$ cat config.mk
export PLATFORM = sky130hd
export DESIGN_NAME = mem_arbiter
export DESIGN_NICKNAME = d
export VERILOG_FILES = /design/src/rtl/mem_arb_pkg.sv /design/src/rtl/mem_arbiter.sv
export SDC_FILE = /design/constraint.sdc
export NUM_CORES = 1
export LEC_CHECK = 0
export BUFFER_PORTS_ARGS = -buffer_cell sky130_fd_sc_hd__clkbuf_2
export CAP_MARGIN = 20
export CORE_MARGIN = 2
export CORE_UTILIZATION = 40
export CTS_CLUSTER_SIZE = 12
export DETAILED_ROUTE_END_ITERATION = 6
export PLACE_DENSITY_LB_ADDON = 0.05
export SYNTH_ARGS = -nofsm -noshare
export SYNTH_HDL_FRONTEND = slang
export SYNTH_SLANG_ARGS = --single-unit
$ cat constraint.sdc
create_clock -name clk -period 1.7 [get_ports clk]
set_input_delay 0.17 -clock clk [delete_from_list [all_inputs] [get_ports clk]]
set_output_delay 0.17 -clock clk [all_outputs]
set_load 0.05 [all_outputs]
$ cat src/rtl/mem_arb_pkg.sv
// Shared types for the two-port memory arbiter.
//   state_t           : arbiter FSM states (IDLE, ACCESS, RESP)
//   GNT_NONE/CPU/DMA  : encoding of the 2-bit grant / owner field
package mem_arb_pkg;

    typedef enum logic [1:0] {
        IDLE   = 2'd0,
        ACCESS = 2'd1,
        RESP   = 2'd2
    } state_t;

    localparam int unsigned GNT_W = 2;

    localparam logic [GNT_W-1:0] GNT_NONE = 2'b00;
    localparam logic [GNT_W-1:0] GNT_CPU  = 2'b01;
    localparam logic [GNT_W-1:0] GNT_DMA  = 2'b10;

endpackage : mem_arb_pkg

$ cat src/rtl/mem_arbiter.sv
// Two-port (CPU / DMA) arbiter in front of a single-ported memory.
// Each access takes two cycles: ACCESS drives the memory bus, RESP pulses
// the owner's ready with read data already in the owner's rd register.
// mem_rd is sampled on the edge that ends ACCESS, i.e. one cycle after the
// registered address was launched, so rd and ready appear together in RESP.
//
// Ports:
//   clk, reset                 clock, asynchronous active-low reset
//   cpu_req/we/addr/wd         CPU request (held until cpu_ready)
//   cpu_rd, cpu_ready          CPU read data register, completion pulse
//   dma_req/we/addr/wd         DMA request (held until dma_ready)
//   dma_rd, dma_ready          DMA read data register, completion pulse
//   mem_we/addr/wd             memory write strobe, address, write data
//   mem_rd                     memory read data
//   grant                      current owner (GNT_NONE/GNT_CPU/GNT_DMA)
module mem_arbiter
    import mem_arb_pkg::*;
#(
    parameter int unsigned AW       = 32,
    parameter int unsigned DW       = 32,
    parameter int unsigned CPU_PRIO = 0
) (
    input  logic             clk,
    input  logic             reset,

    input  logic             cpu_req,
    input  logic             cpu_we,
    input  logic [AW-1:0]    cpu_addr,
    input  logic [DW-1:0]    cpu_wd,
    output logic [DW-1:0]    cpu_rd,
    output logic             cpu_ready,

    input  logic             dma_req,
    input  logic             dma_we,
    input  logic [AW-1:0]    dma_addr,
    input  logic [DW-1:0]    dma_wd,
    output logic [DW-1:0]    dma_rd,
    output logic             dma_ready,

    output logic             mem_we,
    output logic [AW-1:0]    mem_addr,
    output logic [DW-1:0]    mem_wd,
    input  logic [DW-1:0]    mem_rd,

    output logic [GNT_W-1:0] grant
);

    localparam bit ROUND_ROBIN = (CPU_PRIO == 0);

    state_t             state_q;
    state_t             state_d;
    logic [GNT_W-1:0]   grant_d;
    logic               last_dma;   // 1: DMA was the last port to enter ACCESS
    logic               start;      // entering ACCESS on the next edge
    logic               pick_dma;   // winner of the access being started

    // Next-state, owner selection and arbitration
    always_comb begin
        state_d  = state_q;
        grant_d  = grant;
        start    = 1'b0;
        pick_dma = 1'b0;

        unique case (state_q)
            IDLE: begin
                grant_d = GNT_NONE;
                if (cpu_req || dma_req) begin
                    start = 1'b1;
                    // Tie: round-robin favours the port not granted last,
                    // fixed priority always favours the CPU.
                    pick_dma = dma_req && (!cpu_req || (ROUND_ROBIN && !last_dma));
                end
            end
            ACCESS: begin
                state_d = RESP;
            end
            RESP: begin
                // The port just served is ineligible; only the other may chain.
                state_d = IDLE;
                grant_d = GNT_NONE;
                if ((grant == GNT_CPU) && dma_req) begin
                    start    = 1'b1;
                    pick_dma = 1'b1;
                end else if ((grant == GNT_DMA) && cpu_req) begin
                    start    = 1'b1;
                    pick_dma = 1'b0;
                end
            end
            default: begin
                state_d = IDLE;
                grant_d = GNT_NONE;
            end
        endcase

        if (start) begin
            state_d = ACCESS;
            grant_d = pick_dma ? GNT_DMA : GNT_CPU;
        end
    end

    // State, memory bus and per-port response registers
    always_ff @(posedge clk or negedge reset) begin
        if (!reset) begin
            state_q   <= IDLE;
            grant     <= GNT_NONE;
            last_dma  <= 1'b1;
            mem_we    <= 1'b0;
            mem_addr  <= '0;
            mem_wd    <= '0;
            cpu_ready <= 1'b0;
            dma_ready <= 1'b0;
            cpu_rd    <= '0;
            dma_rd    <= '0;
        end else begin
            state_q <= state_d;
            grant   <= grant_d;
            mem_we  <= start && (pick_dma ? dma_we : cpu_we);

            // Bus fields only move when a new access launches.
            if (start) begin
                last_dma <= pick_dma;
                mem_addr <= pick_dma ? dma_addr : cpu_addr;
                mem_wd   <= pick_dma ? dma_wd   : cpu_wd;
            end

            cpu_ready <= (state_q == ACCESS) && (grant == GNT_CPU);
            dma_ready <= (state_q == ACCESS) && (grant == GNT_DMA);

            // mem_we is the latched direction of the access in flight, so a
            // dropped or changed request cannot alter the completion.
            if ((state_q == ACCESS) && !mem_we) begin
                if (grant == GNT_CPU) cpu_rd <= mem_rd;
                if (grant == GNT_DMA) dma_rd <= mem_rd;
            end
        end
    end

endmodule : mem_arbiter

==> metrics.md, run 1 <==
| Metric | Value |
|---|---|
| Core Footprint | 13300 sq um |
| Switching Power | 10800 uW |
| Layout cell share with drive strength beyond 1 | 0.566 |
| Path depth of the worst reg2reg path | 5 |
| Yosys warning count | 0 |
| Root Driver | clkbuf_16 |
| DR WL/cell | 17.5 um |
| Routed vias | 4730 |
| Clock Skew | 0.00921 ns |
| Syn Area/Cell | 14.5 sq um |
| CP Launch Type | flop |
| Tightest Hold Check Type | in -> reg |
| Post-Syn Nets | 543 |
| I/O Buffers | 298 |
| Worst Path Arrival | 2.01 ns |
| Die area | 14600 sq um |
| Fmax | 580 MHz |
| TritonCTS clock tree | yes |
| Required @ worst endpoint | 1.99 ns |
| Nets | 929 |
| Total track usage | 0.219 |
| FF+latch count, synth | 136 |
| Mapped cell area | 5470 sq um |
| Max-slew headroom | 0.697 |
| Vias in the first global route | 4851 |
| Reg2reg setup slack | -0.02 ns |
| Initial Util | 0.411 |
| Vias/cell | 4.97 |
| N_diodes | 0 |
| Worst-path maximum fanout | 42 |
| Worst-Margin Slew | 0.455 ns |
| Hold Crit Endpoint | mem_addr[11] |
| Final std cells w/o fill | 952 |
| Post-synth top area share | 0.618 |
| Final min period | 1.72 ns |
| Internal Power | 10900 uW |
| Status | finished, violations left |
| RSZ-0062 raised after global routing | yes |
| Clk buf depth | 2 |
| Final hold vios | 0 |
| Grt total ovfl | 0 |
| Worst r2r dst | mem_addr[31] |
| CTS clk-pin slew, worst paths | 0.06 ns |
| Slowest CP cell | a2111oi_4 |
| Clock latency on the worst-skew pair | 0.41 ns |
| Post-DP HPWL | 11500 um |
| Post-synthesis sequential area ratio | 0.623 |
| Total Wirelength | 16700 um |
| Row count | 42 |
| Chip height | 121 um |
| Clock Power Share | 0.169 |
| Failing checks | setup timing |
| Tcrit/Tclk final | 1.01 |
| First-pass GRT wire length | 24700 um |
| Io pins | 299 |
| Initial DRC Count | 215 |
| Flop pwr share | 0.270 |
| Detail Route Antenna Nets | 0 |
| Area Growth Syn to Fin | 60.8% |
| Switching fraction of total power | 0.496 |
| Initial antenna violation count | 0 |
| Die X | 121 um |
| Critical path type | reg -> reg |
| Gp weighted congestion | 0.757 |
| Num CTS Buffers | 17 |
| Clk sinks | 136 |
| Max Slew Vio Count | 0 |
| DRC errors left | 0 |
| Hold path depth | 2 |
| Peak VDD IR | 1070 uV |
| Max-cap viol count | 0 |
| Mapped Cells | 377 |
| Ranking of synthesized cells by area | dfrtp_1 (62%), mux2_2 (13%), a221o_1 (12%), and2_1 (7.4%), buf_6 (1.0%) |
| Logic pwr share | 0.561 |
| Final Setup Violations | 5 |
| Yosys top cell by area | dfrtp_1 |
| Leak | 0.00441 uW |
| Max incr delay on CP | 0.43 ns |
| Crit Reg-Reg Startpoint | state_q[1] |
| CTS HTree Levels | 4 |
| Cells after DPL | 847 |
| PnR worst setup slack | -0.0229 ns |
| Worst-path cell chain | buf_6, a2111oi_4, a211oi_4, buf_12, a221o_1 |
| Power per cell area | 2470 nW/um^2 |
| Post-synthesis cell type count | 22 |
| Largest net degree at the start of global routing | 47 |
| Hold path startpoint | cpu_addr[11] |
| Pre-CTS setup slack | -0.0610 ns |
| Crit. End Element | flop |
| Initial DRT Pass Iterations | 5 |
[power by group through the flow]
| stage | registers, uW | clock network, uW | logic (uW) |
|---|---|---|---|
| 2_1_floorplan | 11400 | 0 | 3260 |
| 3_3_place_gp | 5810 | 0 | 11600 |
| 3_5_place_dp | 5850 | 0 | 11800 |
| 4_1_cts | 5850 | 3740 | 11900 |
| 5_1_grt | 6060 | 3910 | 12700 |
| 6_report | 5860 | 3670 | 12200 |
[per-layer routing]
metal  wire, um  global-route usage  vias to the layer above
li1           -                   -                     2171
met1       6270               0.250                     2312
met2       8940               0.394                      212
met3       1050              0.0550                       35
met4        391              0.0792                        0
met5          0                   0                        -
[through the flow]
step           setup TNS, ns  instance area [sq um]  hold slack, ns  utilization  total power (uW)
5_1_grt                -3.67                   8790        -0.00171        0.661             22700
4_1_cts             -0.00400                   8570        0.000210        0.644             21500
2_1_floorplan         -10.91                   5560          -0.126            -             14600
6_report             -0.0740                   8790          0.0127        0.661             21700
3_3_place_gp         -0.0890                   7360           0.134        0.553             17500
3_5_place_dp          -0.978                   7360           0.138        0.553             17700
[layout by cell type (no fill, tap or decap), types with 2 or more instances in the layout]
cell	Yosys	routed
clkbuf_2	0	297
dfrtp_2	0	2
mux2_2	63	57
dlygate4sd3_1	0	64
buf_4	0	14
clkinv_4	0	2
dfrtp_1	135	133
buf_12	0	10
inv_1	4	3
inv_6	0	6
clkinvlp_4	0	4
and2_1	65	63
mux2_4	0	6
clkbuf_16	0	20
and2_4	0	2
a21o_1	5	4
buf_6	5	7
a221o_1	64	64
bufinv_16	0	2
[kinds of logic (layout without fill, tap and decap cells)]
family                 after synthesis  after routing  synth area share
AOI/OAI and AO/OA                   73             73             0.133
buffers and inverters               32            431            0.0309
DFF                                136            136             0.623
muxes                               64             64             0.132
and+or+nand+nor                     72             72            0.0817
[worst max path at each step]
| stage | slack (ns) | depth (start not counted) | startpoint | endpoint |
|---|---|---|---|---|
| 2_1_floorplan | -0.15 | 6 | grant[1] | mem_addr[0] |
| 3_3_place_gp | -0.02 | 5 | state_q[1] | mem_wd[3] |
| 3_5_place_dp | -0.06 | 5 | grant[1] | mem_wd[2] |
| 4_1_cts | -0.004 | 5 | grant[1] | mem_wd[7] |
| 5_1_grt | -0.11 | 6 | state_q[1] | mem_wd[7] |
| 6_report | -0.02 | 5 | state_q[1] | mem_addr[31] |
[cells in the mapped netlist]
library cell	count
dfrtp_1	135
and2_1	65
a221o_1	64
mux2_2	63
clkbuf_1	13
buf_2	9
a21o_1	5
buf_6	5
inv_1	4
nor2b_1	2
a2111oi_4	1
a211oi_1	1
a22o_1	1
and3b_1	1
buf_1	1
dfstp_2	1
mux2_1	1
nand2_1	1
nand2b_1	1
nor2_1	1
nor3_1	1
o21ai_0	1
[flip-flops by register name (all words and copies together) (netlist names)]
signal / flops
dma_rd: 32
cpu_rd: 32
mem_we: 1
cpu_ready: 1
mem_addr: 32
last_dma: 1
dma_ready: 1
mem_wd: 32
grant: 2
state_q: 2
[critical path: cells and delay by family (launching register included)]
family	cells	cell delay (ns)
compound gates	3	0.86
flops	1	0.40
buf+inv	2	0.33
[cell type report]
cell class / instances / area [sq um]
Clock inverter: 15 / 165
Sequential cell: 136 / 3410
Tap cell: 176 / 220
Multi-Input combinational cell: 209 / 1970
Timing Repair Buffer: 395 / 2590
Inverter: 4 / 15.0
Clock buffer: 17 / 425
Fill cell: 1060 / 4510
[what timing repair did]
| action | in CTS | in global routing |
|---|---|---|
| pin swaps | 1 | 0 |
| hold buffers | 60 | 4 |
| gates resized for setup | 6 | 17 |
| setup endpoints to repair | 35 | 124 |
| gates cloned | 0 | 6 |
| buffers inserted | 0 | 3 |
| endpoints found under the hold margin | 101 | 5 |
Power figures use the tool's default switching activity.
==> run 2: changes to the inputs <==
BUFFER_PORTS_ARGS = -buffer_cell sky130_fd_sc_hd__buf_2   (was -buffer_cell sky130_fd_sc_hd__clkbuf_2)
CAP_MARGIN = 40   (was 20)
==> metrics.md, run 2 (same netlist as run 1, synthesis figures left out) <==
| Metric | Value |
|---|---|
| Initial DRC Count | 242 |
| CTS clk-pin slew, worst paths | 0.06 ns |
| Chip height | 121 um |
| Final hold vios | 0 |
| Initial antenna violation count | 1 |
| Clk buf depth | 2 |
| Status | finished, violations left |
| Layout cell share with drive strength beyond 1 | 0.560 |
| TritonCTS clock tree | yes |
| DR WL/cell | 17.4 um |
| Die area | 14600 sq um |
| Pwr Total | 21600 uW |
| CP delay by family, top | compound AO/OA/AOI/OAI gates |
| Routed vias | 4685 |
| Cells after DPL | 841 |
| Worst r2r dst | mem_wd[0] |
| Largest net degree at the start of global routing | 58 |
| Clock Skew | 0.0113 ns |
| Sequential Area | 3410 sq um |
| Max Slew Vio Count | 0 |
| Area of the multi-input gates | 2000 sq um |
| Nets | 922 |
| Failing checks | setup timing |
| Buf/Inv on CP | 3 |
| Max-cap viol count | 0 |
| Hold Crit Endpoint | mem_addr[24] |
| Root Driver | clkbuf_16 |
| Max-slew headroom | 0.722 |
| RSZ-0062 raised after global routing | yes |
| Area Growth Syn to Fin | 60.1% |
| Routed length on met1 | 6300 um |
| Power per cell area | 2470 nW/um^2 |
| CTS HTree Levels | 4 |
| Die X | 121 um |
| Gp weighted congestion | 0.777 |
| Hold path startpoint | cpu_addr[24] |
| Peak VDD IR | 1180 uV |
| Met3 WL | 917 um |
| Crit. End Element | flop |
| Critical path type | reg -> reg |
| Internal Power | 11100 uW |
| Pre-CTS setup slack | -0.125 ns |
| Vias in the first global route | 4896 |
| Worst-Margin Slew | 0.417 ns |
| Clock Power Share | 0.167 |
| Path depth of the worst reg2reg path | 6 |
| Tightest Hold Check Type | in -> reg |
| Total Wirelength | 16400 um |
| TNS Setup | -1.64 ns |
| Final std cells w/o fill | 945 |
| Tcrit/Tclk final | 1.03 |
| Num CTS Buffers | 17 |
| Detail Route Antenna Nets | 0 |
| Row count | 42 |
| First-pass GRT wire length | 24200 um |
| Highest metal used | met4 |
| Max incr delay on CP | 0.40 ns |
| Vias/cell | 4.96 |
| Logic pwr share | 0.565 |
| Final min period | 1.76 ns |
| Core Footprint | 13300 sq um |
| Met2 WL | 8870 um |
| Grt total ovfl | 0 |
| Initial Util | 0.411 |
| Clk sinks | 136 |
| Switching fraction of total power | 0.488 |
| Clock latency on the worst-skew pair | 0.41 ns |
| Initial DRT Pass Iterations | 5 |
| Required @ worst endpoint | 1.99 ns |
| Worst-path maximum fanout | 41 |
| Slowest CP cell | dfrtp_1 |
| CP Launch Type | flop |
| Post-DP HPWL | 11100 um |
| Most frequent cells in the layout | buf_2 (297), dfrtp_1 (133), and2_1 (64), a221o_1 (64), dlygate4sd3_1 (64) |
| Fmax | 569 MHz |
| Io pins | 299 |
| Most common cell after layout, fill and taps aside | buf_2 |
| Layout filler cell count | 990 |
| I/O Buffers | 298 |
| PnR worst setup slack | -0.0589 ns |
| Worst Path Arrival | 2.04 ns |
| Hold path depth | 2 |
| Total track usage | 0.214 |
| DRC errors left | 0 |
| Switching Power | 10500 uW |
| Worst-path cell chain | buf_6, a2111oi_4, buf_4, a211oi_4, buf_12, a221o_1 |
| Reg2reg setup slack | -0.06 ns |
| Final Setup Violations | 75 |
| Crit Reg-Reg Startpoint | state_q[1] |
| Leak | 0.00436 uW |
| Flop pwr share | 0.269 |
[run 2: cell count changes in the layout (fill, tap and decap cells not counted), sizes merged]
| cell | before | now |
|---|---|---|
| inv | 10 | 5 |
| buf | 31 | 321 |
| clkinv | 3 | 4 |
| diode | 0 | 1 |
| clkbuf | 317 | 23 |
[run 2: stage by stage]
step,hold WS [ns],util,instance area (sq um)
floorplan,-0.126,-,5560
global placement,0.117,0.549,7300
detailed placement,0.118,0.549,7300
CTS,0.000592,0.642,8530
global route,0.00606,0.658,8750
finish,0.0119,0.658,8750
[run 2: layout make-up]
class,count,share of cell area
flip-flops and latches,136,0.389
diodes,1,0.000286
clock buffers,20,0.0533
inverters,4,0.00172
repair buffers,388,0.288
well taps,176,0.0252
multi-input cells,209,0.228
clock inverters,11,0.0140
[run 2: metal layers]
| layer | vias to the layer above | track usage |
|---|---|---|
| met4 | 0 | 0.0894 |
| met3 | 24 | 0.0456 |
| li1 | 2158 | - |
| met2 | 193 | 0.388 |
| met5 | - | 0 |
| met1 | 2310 | 0.244 |
[run 2: worst max-delay path by stage]
stage	start	end	slack [ns]	cells after the start
after floorplan	grant[1]	mem_addr[0]	-0.15	6
after global placement	state_q[1]	mem_wd[3]	-0.05	5
after detailed placement	state_q[1]	mem_wd[2]	-0.13	5
after CTS	state_q[1]	mem_addr[0]	-0.07	5
after global routing	state_q[1]	mem_wd[0]	-0.15	6
final	state_q[1]	mem_wd[0]	-0.06	6
[run 2: timing repair]
action / CTS / global route
buffers inserted: 0 / 3
hold buffers: 63 / 1
pin swaps: 2 / 0
setup endpoints to repair: 64 / 129
cloned: 0 / 5
gates resized for setup: 5 / 26
endpoints found under the hold margin: 107 / 1
[run 2: power groups by stage]
stage	Combinational [uW]	Clock, uW	Sequential (uW)
after floorplan	3260	0	11400
final	12200	3600	5800
after global placement	11600	0	5750
after global routing	12700	3850	6010
after detailed placement	11800	0	5780
after CTS	11900	3690	5780
